$ cat src/rtl/request_demux8_pkg.sv
// Shared types and constants for the 1-to-8 request demultiplexer.
package request_demux8_pkg;

  typedef enum logic [1:0] {
    ST_IDLE,
    ST_ISSUE,
    ST_WAIT,
    ST_RESP
  } state_e;

  localparam int unsigned TIMER_W = 8;

  function automatic logic [7:0] onehot8(input logic [2:0] idx);
    return 8'(1) << idx;
  endfunction

endpackage

$ cat src/rtl/request_demux8_multiplexer8.sv
// 8-way slice selector over a packed bus of eight WIDTH-bit words.
module multiplexer8 #(
  parameter int unsigned WIDTH = 32
) (
  input  logic [8*WIDTH-1:0] data_i,
  input  logic [2:0]         sel_i,
  output logic [WIDTH-1:0]   data_o
);

  always_comb begin
    data_o = data_i[sel_i*WIDTH +: WIDTH];
  end

endmodule

$ cat src/rtl/request_demux8.sv
// Routes one initiator request to one of eight responder ports and returns
// that port's response; one transaction in flight, per-transaction timeout.
module request_demux8
  import request_demux8_pkg::*;
#(
  parameter int unsigned WIDTH   = 32,
  parameter int unsigned TIMEOUT = 255
) (
  input  logic                 clock,
  input  logic                 reset,
  input  logic                 req_valid,
  output logic                 req_ready,
  input  logic [2:0]           req_sel,
  input  logic                 req_we,
  input  logic [WIDTH-1:0]     req_addr,
  input  logic [WIDTH-1:0]     req_wdata,
  output logic                 resp_valid,
  output logic                 resp_err,
  output logic [WIDTH-1:0]     resp_rdata,
  output logic [7:0]           dn_req_valid,
  input  logic [7:0]           dn_req_ready,
  output logic                 dn_we,
  output logic [WIDTH-1:0]     dn_addr,
  output logic [WIDTH-1:0]     dn_wdata,
  input  logic [7:0]           dn_resp_valid,
  input  logic [8*WIDTH-1:0]   dn_resp_rdata
);

  localparam logic [TIMER_W-1:0] TIMER_LAST = TIMER_W'(TIMEOUT - 1);

  state_e               state_q, state_d;
  logic [2:0]           sel_q, sel_d;
  logic                 we_q, we_d;
  logic [WIDTH-1:0]     addr_q, addr_d;
  logic [WIDTH-1:0]     wdata_q, wdata_d;
  logic [TIMER_W-1:0]   timer_q, timer_d;
  logic                 err_q, err_d;
  logic [WIDTH-1:0]     rdata_q, rdata_d;
  logic [WIDTH-1:0]     sel_rdata;

  multiplexer8 #(.WIDTH(WIDTH)) u_rdata_mux (
    .data_i (dn_resp_rdata),
    .sel_i  (sel_q),
    .data_o (sel_rdata)
  );

  always_comb begin
    state_d = state_q;
    sel_d   = sel_q;
    we_d    = we_q;
    addr_d  = addr_q;
    wdata_d = wdata_q;
    timer_d = timer_q;
    err_d   = err_q;
    rdata_d = rdata_q;
    case (state_q)
      ST_IDLE: begin
        if (req_valid) begin
          sel_d   = req_sel;
          we_d    = req_we;
          addr_d  = req_addr;
          wdata_d = req_wdata;
          state_d = ST_ISSUE;
        end
      end
      ST_ISSUE: begin
        if (dn_req_ready[sel_q]) begin
          if (we_q) begin
            err_d   = 1'b0;
            rdata_d = '0;
            state_d = ST_RESP;
          end else begin
            timer_d = '0;
            state_d = ST_WAIT;
          end
        end
      end
      ST_WAIT: begin
        // The strobe is tested first so it wins over a coincident timeout.
        if (dn_resp_valid[sel_q]) begin
          err_d   = 1'b0;
          rdata_d = sel_rdata;
          state_d = ST_RESP;
        end else if (timer_q == TIMER_LAST) begin
          err_d   = 1'b1;
          rdata_d = '0;
          state_d = ST_RESP;
        end else begin
          timer_d = timer_q + TIMER_W'(1);
        end
      end
      ST_RESP: begin
        state_d = ST_IDLE;
      end
      default: state_d = ST_IDLE;
    endcase
  end

  always_ff @(posedge clock) begin
    if (reset) begin
      state_q <= ST_IDLE;
      sel_q   <= '0;
      we_q    <= 1'b0;
      addr_q  <= '0;
      wdata_q <= '0;
      timer_q <= '0;
      err_q   <= 1'b0;
      rdata_q <= '0;
    end else begin
      state_q <= state_d;
      sel_q   <= sel_d;
      we_q    <= we_d;
      addr_q  <= addr_d;
      wdata_q <= wdata_d;
      timer_q <= timer_d;
      err_q   <= err_d;
      rdata_q <= rdata_d;
    end
  end

  always_comb begin
    req_ready    = (state_q == ST_IDLE);
    resp_valid   = (state_q == ST_RESP);
    resp_err     = err_q;
    resp_rdata   = rdata_q;
    dn_req_valid = (state_q == ST_ISSUE) ? onehot8(sel_q) : '0;
    dn_we        = we_q;
    dn_addr      = addr_q;
    dn_wdata     = wdata_q;
  end

endmodule

$ cat config.mk
export PLATFORM = sky130hd
export DESIGN_NAME = request_demux8
export DESIGN_NICKNAME = d
export VERILOG_FILES = /design/src/rtl/request_demux8_pkg.sv /design/src/rtl/request_demux8_multiplexer8.sv /design/src/rtl/request_demux8.sv
export SDC_FILE = /design/constraint.sdc
export NUM_CORES = 1
export LEC_CHECK = 0
export BUFFER_PORTS_ARGS = -buffer_cell sky130_fd_sc_hd__buf_2
export CORE_AREA = 2 2 176 178
export DETAILED_ROUTE_END_ITERATION = 8
export DIE_AREA = 0 0 178 180
export HOLD_SLACK_MARGIN = 0.15
export PLACE_DENSITY = 0.5
export SETUP_SLACK_MARGIN = 0.1
export SYNTH_ARGS = -nofsm -noshare
export SYNTH_HDL_FRONTEND = slang
export SYNTH_SLANG_ARGS = --single-unit
$ cat constraint.sdc
create_clock -name clock -period 2.6 [get_ports clock]
set_input_delay 0.26 -clock clock [delete_from_list [all_inputs] [get_ports clock]]
set_output_delay 0.26 -clock clock [all_outputs]
set_load 0.01 [all_outputs]
==> flow_summary.ini <==
[floorplanning]
die_w_um = 178
coreArea_mm2 = 0.03019
die_h_um = 180
start_util = 0.2193
ioPinCount = 451
dieArea_mm2 = 0.03204
row_count = 64

[clock_network]
clk_pin_slew_worst_paths_ps = 90
h-tree-depth = 3
cts_num_sinks = 111
post-cts-setup-buffer-count = 0
clk_latency_ps = 360
cts_tree = done
cts-root-buf = clkbuf_16
clockBufferDepth = 2
numCtsBuffers = 9

[global_route]
grt_pass1_wl_um = 43010
grt_max_degree = 66
grt_pass1_vias = 7588
grt-ovfl-total = 0
gr-usage-all-layers = 0.1753
antenna_found_initial = 5

[drt]
drt-wirelength-per-cell_um = 18.18
route.vias.total = 7262
first_pass_iters = 4
ant_nets = 0
drc_errors = 0
post_drt_via_cell_ratio = 4.547
first_iter_violations = 297
drt-total-wl_um = 29040

[run]
maxCapViolCount = 0

[synth]
syn_area_per_cell_um2 = 9.326
ys_seq_area_frac = 0.3356
ys.flop_type = dfxtp_1
syn_area_mm2 = 0.006621
async_reset_ff_frac = 0
yosys_warnings = 0
yosysTopAreaCell = dfxtp_1
synth_top_cell_area_share = 0.3356
synth_seq_cells = 111
synthTopCellsByArea = dfxtp_1 (34%), mux4_2 (22%), nand2_1 (12%)
syn_nets = 1060
synth.lib_cells_used.distinct = 47
synth_edf_count = 0
syn_inst = 710

[sta]
setup_viol = 0
fin_worst_skew_ps = 14.80
tightest_slew_ps = 762.2
slew_violations = 0
fmax_mhz = 414.1
slew-limit-headroom = 0.4919
min_period_over_period = 0.9289
rsz0062_at_grt = false
finalHoldViolations = 0
tns_ps = 0
post-route-min-period_ps = 2415

[power_and_ir_drop]
ir_worst_vdd_mv = 0.4463
p_per_area_mw_per_mm2 = 632.5
leakage_uw = 0.004725
total_power_uw = 6494

[place]
portBuffers = 450
hpwl_um = 22440
routabilityCongestion = 0.8912

[setup_path]
cp_data_arrival_time_ps = 2670
worstSetupEndpointType = flop
reg2reg_from = sel_q[0]
crit_path_start_kind = flop
crit_start = sel_q[0]
r2r-end = resp_rdata[31]
crit_type = reg -> reg
required_ps = 2850
crit_fanout = 32
crit_end = resp_rdata[31]
r2r_slack_ps = 180
ff2ff_path_depth = 6

[hold_path]
hold_class = in -> reg

[finish]
syn2layout_area_growth_pct = 55.06
final_layout_size_suffix_gt1_frac = 0.4937
nets = 1544

[outcome]
status = finished clean
-- synthesized netlist by cell type, types with 2 or more instances --
cell / instances
nand2_1: 215
dfxtp_1: 111
a21oi_1: 101
mux4_2: 66
clkbuf_1: 40
nor2b_1: 34
mux2_4: 30
nor2_1: 12
buf_2: 9
buf_1: 7
ha_1: 7
inv_1: 7
mux2i_1: 7
nor3_1: 6
nand4_1: 5
buf_6: 4
nand2b_1: 3
nand3_1: 3
nor4_1: 3
a211oi_1: 2
a21boi_0: 2
a22o_1: 2
and2_1: 2
mux2_2: 2
nand4b_1: 2
nor3b_1: 2
o2111ai_1: 2
o21ai_0: 2
o31ai_1: 2
or3_1: 2
or4_1: 2
-- critical path, cell delays in order, from the launching register on --
cell and delay (ps):
dfxtp_4 420, mux4_2 540, mux2i_4 290, and3_4 280, or3_2 140, buf_12 240
mux2_2 370
-- repair_timing --
item                                   in CTS  in global routing
endpoints found under the hold margin      67                  0
hold buffers                               67                  0
resized for setup                           0                  1
setup endpoints to repair                   0                  1
-- placed cells by master (no fill, tap or decap), types with 3 or more instances in the layout --
master and count:
nor2b_1 34, nand2b_1 3, buf_4 14, nand4_1 5
nand2_1 214, buf_2 449, dlygate4sd3_1 67, dfxtp_1 108
a21oi_1 101, inv_6 3, inv_1 7, mux2i_1 7
nand3_1 3, nor4_1 3, clkbuf_16 9, nor2_1 12
buf_12 3, ha_1 7, nor3_1 6, mux4_2 66
mux2_4 30
-- flip-flops by register name, summed over array words and instances, names as in the netlist --
| register | count |
|---|---|
| dn_addr | 32 |
| dn_wdata | 32 |
| dn_we | 1 |
| state_q | 2 |
| resp_rdata | 32 |
| sel_q | 3 |
| timer_q | 8 |
| resp_err | 1 |
-- through the flow --
step / utilization / setup WS [ps] / cells / hold WS, ps / cell area, um^2
after CTS: 0.3398 / 135.0 / 1595 / 150.1 / 10260
after floorplan: - / 285.6 / 710 / 396.0 / 6621
final: 0.3401 / 184.9 / 1597 / 167.3 / 10270
after global placement: 0.3073 / 214.5 / 1512 / 439.3 / 9276
after global routing: 0.3401 / 107.7 / 1597 / 158.2 / 10270
after detailed placement: 0.3073 / 185.5 / 1512 / 443.7 / 9276
-- worst min path at each step --
stage | depth (start not counted) | end | start
after CTS | 2 | sel_q[2] | reset
final | 2 | sel_q[0] | reset
after global routing | 3 | dn_addr[3] | req_addr[3]
after floorplan | 2 | dn_addr[0] | req_addr[0]
after detailed placement | 2 | dn_wdata[21] | dn_wdata[21]
after global placement | 2 | dn_addr[9] | dn_addr[9]
-- layer usage --
| metal | part of all wire | GRT usage | vias to the layer above |
|---|---|---|---|
| li1 | - | - | 3479 |
| met1 | 0.38 | 0.1935 | 3440 |
| met2 | 0.50 | 0.3141 | 299 |
| met3 | 0.093 | 0.05541 | 38 |
| met4 | 0.026 | 0.05902 | 6 |
| met5 | 0.0015 | 0 | - |
-- kinds of logic after synthesis --
group,Yosys count,share of synthesized area
and+or+nand+nor,296,0.1952
DFF,111,0.3356
muxes,106,0.3099
AOI/OAI and AO/OA,121,0.1002
adders and majority gates,7,0.01323
buffers and inverters,69,0.04592
-- report_power, final --
| part | total, uW | leakage, uW | internal (uW) | switching, uW |
|---|---|---|---|---|
| logic | 2980 | 0.00367 | 1340 | 1650 |
| clock network | 1480 | 0.000152 | 700 | 780 |
| registers | 2030 | 0.000906 | 1910 | 120 |
-- cell type report --
cell class              count  area, um^2
fillers                  3142       19920
repair buffers            534        3094
inverters                   8       30.03
clock buffers               9       225.2
multi-input cells         530        4100
diodes                      2       5.005
well taps                 396       495.5
flip-flops and latches    111        2231
clock inverters             7       86.33
No activity file was read; power rests on OpenSTA's default activity.
